[src/rtl/rv_mc_core.sv]
// rtl/rv_mc_core.sv - multicycle RV32I/RV32E core with a single blocking memory port
module rv_mc_core #(
    parameter logic [31:0] RESET_VECTOR     = 32'h0000_0000,
    parameter int          NUM_REGS         = 32,
    parameter bit          TRAP_ON_MISALIGN = 1'b1
) (
    input  logic        clk,
    input  logic        reset_n,
    input  logic [31:0] memReadData,
    input  logic        memReady,
    output logic [31:0] memAddress,
    output logic [31:0] memWriteData,
    output logic [3:0]  byteMask,
    output logic        memRead,
    output logic        memWrite,
    output logic        trap,
    output logic [1:0]  trapCause
);

    localparam int RAW = (NUM_REGS == 16) ? 4 : 5;

    localparam logic [6:0] OP_LUI    = 7'b0110111;
    localparam logic [6:0] OP_AUIPC  = 7'b0010111;
    localparam logic [6:0] OP_JAL    = 7'b1101111;
    localparam logic [6:0] OP_JALR   = 7'b1100111;
    localparam logic [6:0] OP_BRANCH = 7'b1100011;
    localparam logic [6:0] OP_LOAD   = 7'b0000011;
    localparam logic [6:0] OP_STORE  = 7'b0100011;
    localparam logic [6:0] OP_IMM    = 7'b0010011;
    localparam logic [6:0] OP_REG    = 7'b0110011;
    localparam logic [6:0] OP_SYSTEM = 7'b1110011;

    localparam logic [1:0] CAUSE_ILLEGAL  = 2'b00;
    localparam logic [1:0] CAUSE_MISDATA  = 2'b01;
    localparam logic [1:0] CAUSE_MISJUMP  = 2'b10;
    localparam logic [1:0] CAUSE_ENV      = 2'b11;

    typedef enum logic [2:0] {
        S_FETCH, S_DECODE, S_EXEC, S_MEM, S_WB, S_TRAP
    } state_t;

    state_t      state;
    logic [31:0] pc, oldpc, ir;
    logic [31:0] rs1v, rs2v, result;
    logic [31:0] regs [NUM_REGS];

    logic [6:0]  opc, f7;
    logic [2:0]  f3;
    logic [4:0]  rs1_f, rs2_f, rd_f;
    logic [31:0] imm_i, imm_s, imm_b, imm_u, imm_j;

    assign opc   = ir[6:0];
    assign rd_f  = ir[11:7];
    assign f3    = ir[14:12];
    assign rs1_f = ir[19:15];
    assign rs2_f = ir[24:20];
    assign f7    = ir[31:25];

    assign imm_i = {{20{ir[31]}}, ir[31:20]};
    assign imm_s = {{20{ir[31]}}, ir[31:25], ir[11:7]};
    assign imm_b = {{19{ir[31]}}, ir[31], ir[7], ir[30:25], ir[11:8], 1'b0};
    assign imm_u = {ir[31:12], 12'b0};
    assign imm_j = {{11{ir[31]}}, ir[31], ir[19:12], ir[20], ir[30:21], 1'b0};

    function automatic logic [31:0] rf_read(input logic [4:0] idx);
        return (idx == 5'd0) ? 32'd0 : regs[idx[RAW-1:0]];
    endfunction

    // Decode legality; register-index checks only cover fields the format uses
    logic illegal, is_env, use_rs1, use_rs2, use_rd, bad_idx;

    always_comb begin
        illegal = 1'b0;
        is_env  = 1'b0;
        use_rs1 = 1'b0;
        use_rs2 = 1'b0;
        use_rd  = 1'b0;
        case (opc)
            OP_LUI, OP_AUIPC, OP_JAL: use_rd = 1'b1;
            OP_JALR: begin
                use_rd  = 1'b1;
                use_rs1 = 1'b1;
                illegal = (f3 != 3'b000);
            end
            OP_BRANCH: begin
                use_rs1 = 1'b1;
                use_rs2 = 1'b1;
                illegal = (f3 == 3'b010) || (f3 == 3'b011);
            end
            OP_LOAD: begin
                use_rd  = 1'b1;
                use_rs1 = 1'b1;
                illegal = (f3 == 3'b011) || (f3[2:1] == 2'b11);
            end
            OP_STORE: begin
                use_rs1 = 1'b1;
                use_rs2 = 1'b1;
                illegal = (f3 > 3'b010);
            end
            OP_IMM: begin
                use_rd  = 1'b1;
                use_rs1 = 1'b1;
                illegal = ((f3 == 3'b001) && (f7 != 7'h00)) ||
                          ((f3 == 3'b101) && (f7 != 7'h00) && (f7 != 7'h20));
            end
            OP_REG: begin
                use_rd  = 1'b1;
                use_rs1 = 1'b1;
                use_rs2 = 1'b1;
                illegal = !((f7 == 7'h00) ||
                            ((f7 == 7'h20) && ((f3 == 3'b000) || (f3 == 3'b101))));
            end
            OP_SYSTEM: begin
                is_env  = (ir == 32'h0000_0073) || (ir == 32'h0010_0073);
                illegal = !is_env;
            end
            default: illegal = 1'b1;
        endcase
        bad_idx = 1'b0;
        if (NUM_REGS == 16)
            bad_idx = (use_rs1 && rs1_f[4]) || (use_rs2 && rs2_f[4]) || (use_rd && rd_f[4]);
    end

    logic [31:0] alu_b, alu_out;
    logic [4:0]  shamt;

    always_comb begin
        alu_b = (opc == OP_REG) ? rs2v : imm_i;
        shamt = alu_b[4:0];
        case (f3)
            3'b000:  alu_out = ((opc == OP_REG) && f7[5]) ? rs1v - alu_b : rs1v + alu_b;
            3'b001:  alu_out = rs1v << shamt;
            3'b010:  alu_out = {31'd0, $signed(rs1v) < $signed(alu_b)};
            3'b011:  alu_out = {31'd0, rs1v < alu_b};
            3'b100:  alu_out = rs1v ^ alu_b;
            3'b101:  alu_out = f7[5] ? 32'($signed(rs1v) >>> shamt) : rs1v >> shamt;
            3'b110:  alu_out = rs1v | alu_b;
            default: alu_out = rs1v & alu_b;
        endcase
    end

    logic taken;

    always_comb begin
        case (f3)
            3'b000:  taken = (rs1v == rs2v);
            3'b001:  taken = (rs1v != rs2v);
            3'b100:  taken = $signed(rs1v) < $signed(rs2v);
            3'b101:  taken = $signed(rs1v) >= $signed(rs2v);
            3'b110:  taken = rs1v < rs2v;
            3'b111:  taken = rs1v >= rs2v;
            default: taken = 1'b0;
        endcase
    end

    logic [31:0] br_target, jmp_target;

    assign br_target  = oldpc + imm_b;
    assign jmp_target = (opc == OP_JALR) ? ((rs1v + imm_i) & 32'hffff_fffe) : (oldpc + imm_j);

    // Load/store address, lane mask and store data; misaligned low bits are dropped
    // when the core is built not to trap on them
    logic [31:0] ls_addr, ls_eff, ls_wdata;
    logic [3:0]  ls_mask;
    logic        ls_misal;

    always_comb begin
        ls_addr  = rs1v + ((opc == OP_STORE) ? imm_s : imm_i);
        ls_misal = ((f3[1:0] == 2'b01) && ls_addr[0]) ||
                   ((f3[1:0] == 2'b10) && (ls_addr[1:0] != 2'b00));
        ls_eff   = ls_addr;
        if (ls_misal)
            ls_eff = (f3[1:0] == 2'b10) ? {ls_addr[31:2], 2'b00} : {ls_addr[31:1], 1'b0};
        case (f3[1:0])
            2'b00:   ls_mask = 4'b0001 << ls_eff[1:0];
            2'b01:   ls_mask = 4'b0011 << ls_eff[1:0];
            default: ls_mask = 4'b1111;
        endcase
        ls_wdata = rs2v << {ls_eff[1:0], 3'b000};
    end

    logic [31:0] ld_lane, ld_ext;

    always_comb begin
        ld_lane = memReadData >> {memAddress[1:0], 3'b000};
        case (f3)
            3'b000:  ld_ext = {{24{ld_lane[7]}}, ld_lane[7:0]};
            3'b001:  ld_ext = {{16{ld_lane[15]}}, ld_lane[15:0]};
            3'b100:  ld_ext = {24'd0, ld_lane[7:0]};
            3'b101:  ld_ext = {16'd0, ld_lane[15:0]};
            default: ld_ext = ld_lane;
        endcase
    end

    always_ff @(posedge clk) begin
        if ((state == S_WB) && (rd_f != 5'd0))
            regs[rd_f[RAW-1:0]] <= result;
    end

    // Every transition into FETCH raises the read request in the same edge, so a
    // fetch with memReady tied high costs exactly one cycle
    always_ff @(posedge clk or negedge reset_n) begin
        if (!reset_n) begin
            state        <= S_FETCH;
            pc           <= RESET_VECTOR;
            oldpc        <= RESET_VECTOR;
            ir           <= 32'd0;
            rs1v         <= 32'd0;
            rs2v         <= 32'd0;
            result       <= 32'd0;
            memRead      <= 1'b0;
            memWrite     <= 1'b0;
            memAddress   <= RESET_VECTOR;
            memWriteData <= 32'd0;
            byteMask     <= 4'b0000;
            trap         <= 1'b0;
            trapCause    <= 2'b00;
        end else begin
            case (state)
                S_FETCH: begin
                    if (!memRead) begin
                        memRead    <= 1'b1;
                        memAddress <= pc;
                        byteMask   <= 4'b1111;
                    end else if (memReady) begin
                        ir       <= memReadData;
                        oldpc    <= pc;
                        pc       <= pc + 32'd4;
                        memRead  <= 1'b0;
                        byteMask <= 4'b0000;
                        state    <= S_DECODE;
                    end
                end
                S_DECODE: begin
                    rs1v <= rf_read(rs1_f);
                    rs2v <= rf_read(rs2_f);
                    if (illegal || bad_idx) begin
                        trap      <= 1'b1;
                        trapCause <= CAUSE_ILLEGAL;
                        state     <= S_TRAP;
                    end else if (is_env) begin
                        trap      <= 1'b1;
                        trapCause <= CAUSE_ENV;
                        state     <= S_TRAP;
                    end else begin
                        state <= S_EXEC;
                    end
                end
                S_EXEC: begin
                    case (opc)
                        OP_LUI: begin
                            result <= imm_u;
                            state  <= S_WB;
                        end
                        OP_AUIPC: begin
                            result <= oldpc + imm_u;
                            state  <= S_WB;
                        end
                        OP_IMM, OP_REG: begin
                            result <= alu_out;
                            state  <= S_WB;
                        end
                        OP_JAL, OP_JALR: begin
                            if (jmp_target[1]) begin
                                trap      <= 1'b1;
                                trapCause <= CAUSE_MISJUMP;
                                state     <= S_TRAP;
                            end else begin
                                pc     <= jmp_target;
                                result <= oldpc + 32'd4;
                                state  <= S_WB;
                            end
                        end
                        OP_BRANCH: begin
                            if (taken && br_target[1]) begin
                                trap      <= 1'b1;
                                trapCause <= CAUSE_MISJUMP;
                                state     <= S_TRAP;
                            end else begin
                                pc         <= taken ? br_target : pc;
                                memRead    <= 1'b1;
                                memAddress <= taken ? br_target : pc;
                                byteMask   <= 4'b1111;
                                state      <= S_FETCH;
                            end
                        end
                        OP_LOAD, OP_STORE: begin
                            if (ls_misal && TRAP_ON_MISALIGN) begin
                                trap      <= 1'b1;
                                trapCause <= CAUSE_MISDATA;
                                state     <= S_TRAP;
                            end else begin
                                memAddress <= ls_eff;
                                byteMask   <= ls_mask;
                                memRead    <= (opc == OP_LOAD);
                                memWrite   <= (opc == OP_STORE);
                                if (opc == OP_STORE)
                                    memWriteData <= ls_wdata;
                                state <= S_MEM;
                            end
                        end
                        default: begin
                            trap      <= 1'b1;
                            trapCause <= CAUSE_ILLEGAL;
                            state     <= S_TRAP;
                        end
                    endcase
                end
                S_MEM: begin
                    if (memReady) begin
                        memWrite <= 1'b0;
                        if (memWrite) begin
                            memRead    <= 1'b1;
                            memAddress <= pc;
                            byteMask   <= 4'b1111;
                            state      <= S_FETCH;
                        end else begin
                            memRead  <= 1'b0;
                            byteMask <= 4'b0000;
                            result   <= ld_ext;
                            state    <= S_WB;
                        end
                    end
                end
                S_WB: begin
                    memRead    <= 1'b1;
                    memAddress <= pc;
                    byteMask   <= 4'b1111;
                    state      <= S_FETCH;
                end
                S_TRAP: begin
                    memRead  <= 1'b0;
                    memWrite <= 1'b0;
                end
                default: state <= S_TRAP;
            endcase
        end
    end

endmodule

[config.mk]
export PLATFORM = sky130hd
export DESIGN_NAME = rv_mc_core
export DESIGN_NICKNAME = d
export VERILOG_FILES = /design/src/rtl/rv_mc_core.sv
export SDC_FILE = /design/constraint.sdc
export NUM_CORES = 2
export LEC_CHECK = 0
export BUFFER_PORTS_ARGS = -buffer_cell sky130_fd_sc_hd__buf_2
export CORE_AREA = 2 2 400 402
export CTS_BUF_LIST = sky130_fd_sc_hd__clkbuf_2
export DETAILED_ROUTE_END_ITERATION = 10
export DIE_AREA = 0 0 402 404
export PLACE_DENSITY_LB_ADDON = 0.08
export RECOVER_POWER = 100
export SYNTH_ARGS = -nofsm -noshare
export SYNTH_HDL_FRONTEND = slang
export SYNTH_SLANG_ARGS = --single-unit
[constraint.sdc]
create_clock -name clk -period 7.65 [get_ports clk]
set_input_delay 2.295 -clock clk [delete_from_list [all_inputs] [get_ports clk]]
set_output_delay 2.295 -clock clk [all_outputs]
set_load 0.01 [all_outputs]
# Yosys cells after proc, flatten, opt, wreduce, memory -nomap -nowiden
# Memories as Yosys holds them, arrays and structs flattened.
# Cells that the tools add are included.
# W data, S select, Z words.
# totals
mem_bits_rw,1024
in_bits,35
memories,1
register_bits,268
output_inout_bits,73
word_cells,223
# op_classes
n_addsub,9
order_cmp,7
muxes,80
reduce_logical,49
eq_ne,51
bitwise_logic,5
shifts,7
# mem_list
name,depth,word_bits,read_ports,rd_ports_with_merged_regs,wr,line,text
regs,32,32,2,0,1,45,logic [31:0] regs [NUM_REGS];
# ops
cell,n
$mux W32,18
$pmux W32 S4,3
$pmux W32 S2,4
$pmux W32 S7,1
$add A32 B32 Y32,6
$lt A32 B32 Y1,4
$add A32 B3 Y32 const B,2
$ge A32 B32 Y1,2
$shl A32 B5 Y32,2
$shr A32 B5 Y32,2
$and A32 B32 Y32,1
$eq A32 B21 Y1 const B,1
$eq A32 B32 Y1,1
$eq A32 B7 Y1 const B,1
$ne A32 B32 Y1,1
$or A32 B32 Y32,1
$sshr A32 B5 Y32,1
$sub A32 B32 Y32,1
$xor A32 B32 Y32,1
$eq A7 B6 Y1 const B,4
$eq A7 B7 Y1 const B,4
$mux W3,8
$mux W4,6
$ne A3 B3 Y1 const B,8
other kinds (51),125

# Depth between registers and ports, before layout
# depth
ltp_word,12
depth_mapped,23
ltp_nobuf,18

# Least setup slack after synthesis
# No wires, ideal clock.
# synth_timing
path_type,flip-flop to flip-flop
from,register ir[6]
to,register result[30]
required_time_ps,7520
arrival_time_ps,4617
stages_incl_launch_ff,22
path_buffers,5
period_less_slack_ps,4748
slack_ps,2902
cell_sequence,dfrtp_1 -> buf_6 -> and4b_1 -> buf_2 -> nand4_2 -> nand2_4 -> buf_2 -> clkbuf_1 -> buf_1 -> ha_1 -> inv_1 -> fa_1 -> nand2b_1 -> a21oi_1 -> o311ai_0 -> a31oi_1 -> o221a_2 -> a21o_1 -> a311oi_1 -> o31a_1 -> a211oi_2 -> nand3_1
# synth_between
elab_chain_len,7
word_cells_on_any_way,27
cone_classes,2 x add/sub; 8 x eq/ne; 3 x shift; 7 x mux; 3 x bitwise; 4 x reduce/logical
# synth_rtl
item,line,text
start: declaration,43,"logic [31:0] pc, oldpc, ir;"
start signal: assignment,226,ir <= memReadData;
$eq A7 B6 Y1,"128, 131, 250",
$mux W32,128,alu_b = (opc == OP_REG) ? rs2v : imm_i;
$add A32 B32 Y32 (tied with other cells),131,3'b000: alu_out = ((opc == OP_REG) && f7[5]) ? rs1v - alu_b : rs1v + alu_b;
$mux W32 (on tied branches),"131, 136",
$pmux W32 S7,130,case (f3)
$pmux W32 S4,250,case (opc)
$pmux W32 S2,219,case (state)
end signal: assignment,252,result <= imm_u;
end signal: assignment,256,result <= oldpc + imm_u;
end signal: assignment,260,result <= alu_out;
end: declaration,44,"logic [31:0] rs1v, rs2v, result;"
# Parallel ways exist; a longest one is shown, timed or not.
# A chain may end at the register's enable or synchronous reset.

# Final worst setup path
# layout_timing
from,register ir[3]
to,register result[29]
# The elaborated chain is that of the path after synthesis.

==> flow_metrics.py <==
metrics = {
    "status": {
        "run_status": "finished with violations",
        "failed_checks": "DRC, capacitance limit, slew limit",
    },
    "die": {
        "core_area_sq_mm": 0.158,
        "die_area_sq_mm": 0.162,
        "floorplan.die.height_microns": 404,
        "io_pins": 108,
        "rows": 146,
        "effective_utilization_at_floorplan_pct": 49.7,
        "die_x_microns": 402,
    },
    "logic_synthesis": {
        "yosysWarningCount": 0,
        "asyncSetResetFlopFracSynth_pct": 20.7,
        "instance_count_of_the_mapped_netlist": 6353,
        "netlist_top_cells_area": "sky130_fd_sc_hd__edfxtp_1 39%, sky130_fd_sc_hd__mux4_2 17%, sky130_fd_sc_hd__dfrtp_1 8.5%",
        "synth_cell_types": 101,
        "ys_dominant_reg_cell": "sky130_fd_sc_hd__edfxtp_1",
        "yosys_register_bits": 1292,
        "synth_top_area_cell": "sky130_fd_sc_hd__edfxtp_1",
        "number_of_enable_flip_flop_cells_after_synthesis": 1024,
        "synthDominantCellAreaShare_pct": 39.2,
        "ys_seq_area_share_pct": 47.7,
        "syn_area_cell_sq_um": 12.4,
        "synthesis.area_sq_mm": 0.0785,
    },
    "critical_path": {
        "setup.worst_path.class": "reg2reg",
        "crit-reg2reg-capture": "result[29]",
        "crit_fanout": 25,
        "reg2reg_setup_slack_ns": 1.24,
        "worst-endpoint-required_ns": 9.36,
        "crit_arrival_ns": 8.12,
        "timing.reg2reg.worst_path_depth": 17,
        "startpoint_type": "flip-flop",
        "critPathCaptureType": "flip-flop",
        "timing.rr.start": "ir[3]",
    },
    "pwr": {
        "portion_of_total_power_attributed_to_combinational_logic_pct": 60.9,
        "intPower_mw": 19.5,
        "power.leakage_nw": 30.4,
        "worst_vdd_rail_ir_drop_mv": 0.305,
        "power_density_mw_per_mm2": 473,
        "power_switching_share_pct": 51.2,
        "net-switching-power_mw": 20.5,
        "total_power_mw": 40.0,
        "clock_group_share_of_total_power_pct": 12.3,
        "power.share.sequential_pct": 26.8,
    },
    "clock_tree": {
        "hold_buffers": 0,
        "cts_setup_buffers": 0,
        "post_cts.resized_instances": 0,
        "cts_buffers": 354,
        "clock_sinks": 1292,
        "source_to_sink_clock_delay_at_the_later_pin_of_the_worst_skew_pair_ns": 1.89,
        "ctsRootBufferMaster": "sky130_fd_sc_hd__clkbuf_2",
        "cts_max_level": 5,
        "cts_tree": "yes",
        "cts_max_path_buffers": 4,
        "path_clk_slew_ns": 0.10,
    },
    "hold_path": {
        "timing.hold.worst_path_depth": 2,
        "timing.hold.worst_endpoint": "memWriteData[0]",
        "source_of_the_worst_hold_timing_path": "memWriteData[0]",
        "timing.hold.worst.class": "reg2reg",
    },
    "timing": {
        "worst_pin_slew_ns": 4.43,
        "headroom_to_the_max_slew_limit_pct": -195,
        "final_hold_viol_count": 0,
        "timing.final.crit_share_pct": 83.8,
        "final-setup-viol-count": 0,
        "maxClockFrequency_mhz": 156,
        "skew_ns": 0.206,
        "period_minus_slack_ns": 6.41,
        "timing.final.max_slew_violations": 1642,
        "fin_setup_tns_ns": 0,
        "final.setup.worst_slack_ns": 1.24,
        "rsz0062_at_grt": "false",
    },
    "route": {
        "wl_met1_microns": 125000,
        "met3WireLength_microns": 35800,
        "drt_first_pass_iters": 11,
        "drc": 1,
        "vias": 62744,
        "detail-route-antenna-nets": 0,
        "route.detailed.wl_per_inst_microns": 37.2,
        "drt_wl_total_microns": 332000,
        "first_drt_iteration_drcs": 8907,
        "post_drt_via_cell_ratio": 7.03,
        "wl_met2_microns": 149000,
        "top_layer_used": "met5",
    },
    "layout": {
        "register_area_sq_mm": 0.0375,
        "layout.cells.most_common": "sky130_fd_sc_hd__edfxtp_1",
        "final_core_utilization_pct": 53.6,
        "multiInputGateArea_sq_mm": 0.0389,
        "nFillCells": 13801,
        "final_layout_size_suffix_gt1_share_pct": 22.4,
        "area_growth_syn_to_fin_pct": 7.75,
        "layout_common_cells": "1024 x sky130_fd_sc_hd__edfxtp_1, 590 x sky130_fd_sc_hd__mux4_2, 498 x sky130_fd_sc_hd__nand2_1",
        "layout_cell_area_excl_fill_sq_mm": 0.0846,
        "design.final.nets": 6832,
    },
    "flow_run": {
        "maxCapViolations": 54,
    },
    "place": {
        "place.port_buffers": 107,
        "hpwlAfterDp_microns": 219000,
        "finalWeightedCongestion": 1.09,
        "post-place-ws_ns": 2.14,
        "postPlaceCellArea_sq_mm": 0.0819,
    },
    "global_route": {
        "grt_max_degree": 104,
        "first_global_vias": 60287,
        "grt_antenna_before_repair": 27,
        "grt.total_usage_pct": 40.4,
        "grt_first_pass_wirelength_microns": 461000,
        "grt.overflow.total": 0,
    },
}
## cell type report
class | count | area share (%)
Timing Repair Buffer | 319 | 2.25
Clock inverter | 117 | 0.677
Inverter | 178 | 0.793
Tap cell | 2072 | 3.06
Antenna cell | 18 | 0.0532
Multi-Input combinational cell | 4431 | 45.9
Clock buffer | 494 | 2.92
Sequential cell | 1292 | 44.3
## registers in the layout, indices dropped and copies added, names as in the netlist
name / cells
trapCause: 2
memWrite: 1
trap: 1
rs2v: 32
rs1v: 32
regs: 1024
memAddress: 32
oldpc: 32
result: 32
byteMask: 4
state: 3
memWriteData: 32
memRead: 1
pc: 32
ir: 32
## worst max path at each step
stage / start / end / slack (ns) / depth (start not counted)
CTS: ir[6] / result[30] / 2.09 / 18
detailed placement: ir[6] / result[30] / 2.14 / 18
floorplan: ir[6] / result[30] / 2.90 / 21
global route: ir[3] / result[30] / 0.98 / 18
global placement: ir[6] / result[30] / 2.18 / 18
finish: ir[3] / result[29] / 1.24 / 17
## metal layers
layer  vias to the layer above  global-route usage (%)
met5                         -                       0
met4                        14                    23.6
met3                       951                    8.95
met2                      4197                    61.7
met1                     31769                    53.4
li1                      25813                       -
## cells in the mapped netlist (17+ instances only)
library cell                   n
sky130_fd_sc_hd__ha_1        214
sky130_fd_sc_hd__a32oi_1      19
sky130_fd_sc_hd__o31ai_1      66
sky130_fd_sc_hd__xnor2_1     119
sky130_fd_sc_hd__inv_1       174
sky130_fd_sc_hd__nor2b_1      39
sky130_fd_sc_hd__o21ai_0     363
sky130_fd_sc_hd__dfrtp_1     268
sky130_fd_sc_hd__o2bb2ai_1    19
sky130_fd_sc_hd__nor4_1       28
sky130_fd_sc_hd__a311oi_1     18
sky130_fd_sc_hd__mux4_2      590
sky130_fd_sc_hd__nand4_1      60
sky130_fd_sc_hd__o21a_1       31
sky130_fd_sc_hd__buf_1        88
sky130_fd_sc_hd__a22oi_1      17
sky130_fd_sc_hd__nor2_1      401
sky130_fd_sc_hd__and3_1       37
sky130_fd_sc_hd__mux2i_1     200
sky130_fd_sc_hd__o211ai_1     66
sky130_fd_sc_hd__nand2_1     500
sky130_fd_sc_hd__a211oi_1     70
sky130_fd_sc_hd__edfxtp_1   1024
sky130_fd_sc_hd__mux2_2      119
sky130_fd_sc_hd__o21bai_1     32
sky130_fd_sc_hd__buf_2        53
sky130_fd_sc_hd__nand2b_1     50
sky130_fd_sc_hd__a221oi_1     58
sky130_fd_sc_hd__a31oi_1      52
sky130_fd_sc_hd__or3_1        29
sky130_fd_sc_hd__a21o_1       88
sky130_fd_sc_hd__clkbuf_1    332
sky130_fd_sc_hd__a21oi_1     432
sky130_fd_sc_hd__o22ai_1      69
sky130_fd_sc_hd__nor3_1      104
sky130_fd_sc_hd__o221ai_1     44
sky130_fd_sc_hd__nand3_1     116
sky130_fd_sc_hd__a2111oi_0    24
sky130_fd_sc_hd__xor2_1       64
## worst max-delay path, cell delays in order (launching register included)
cell                       delay (ns)
sky130_fd_sc_hd__dfrtp_1         0.33
sky130_fd_sc_hd__clkbuf_1        0.62
sky130_fd_sc_hd__inv_1           0.55
sky130_fd_sc_hd__clkbuf_1        0.35
sky130_fd_sc_hd__nand4_1         0.33
sky130_fd_sc_hd__nand2_2         0.08
sky130_fd_sc_hd__inv_1           0.75
sky130_fd_sc_hd__ha_1            0.42
sky130_fd_sc_hd__o21bai_1        0.24
sky130_fd_sc_hd__nand2b_1        0.17
sky130_fd_sc_hd__a32oi_1         0.17
sky130_fd_sc_hd__o221ai_2        0.30
sky130_fd_sc_hd__nand3_1         0.29
sky130_fd_sc_hd__a211oi_2        0.56
sky130_fd_sc_hd__o21ai_0         0.26
sky130_fd_sc_hd__o311a_1         0.39
sky130_fd_sc_hd__or3_1           0.38
sky130_fd_sc_hd__nand3_1         0.09
## metrics by stage
stage | instances | hold slack (ns)
after global routing | 8910 | 0.483
after floorplan | 6384 | 0.482
after CTS | 8903 | 0.268
after detailed placement | 8292 | 0.451
final | 8921 | 0.461
after global placement | 8292 | 0.445
## cells by family after synthesis
| family | count (synthesis) | synth area share (%) |
|---|---|---|
| buffers and inverters | 661 | 3.32 |
| other | 1 | 0.00478 |
| XOR/XNOR | 183 | 2.04 |
| AND/OR/NAND/NOR | 1435 | 8.38 |
| AO/OA/AOI/OAI | 1651 | 13.8 |
| adder cells (fa/ha/maj) | 221 | 3.59 |
| flip-flops | 1292 | 47.7 |
| multiplexers | 909 | 21.2 |
## power by group through the flow
stage | clock network (mW) | logic (mW) | registers [mW]
CTS | 5.01 | 23.7 | 10.6
global route | 5.35 | 25.4 | 10.8
global placement | 0 | 23.6 | 10.8
detailed placement | 0 | 23.6 | 10.8
floorplan | 0 | 15.4 | 9.83
finish | 4.91 | 24.3 | 10.7
Power figures use the tool's default switching activity.
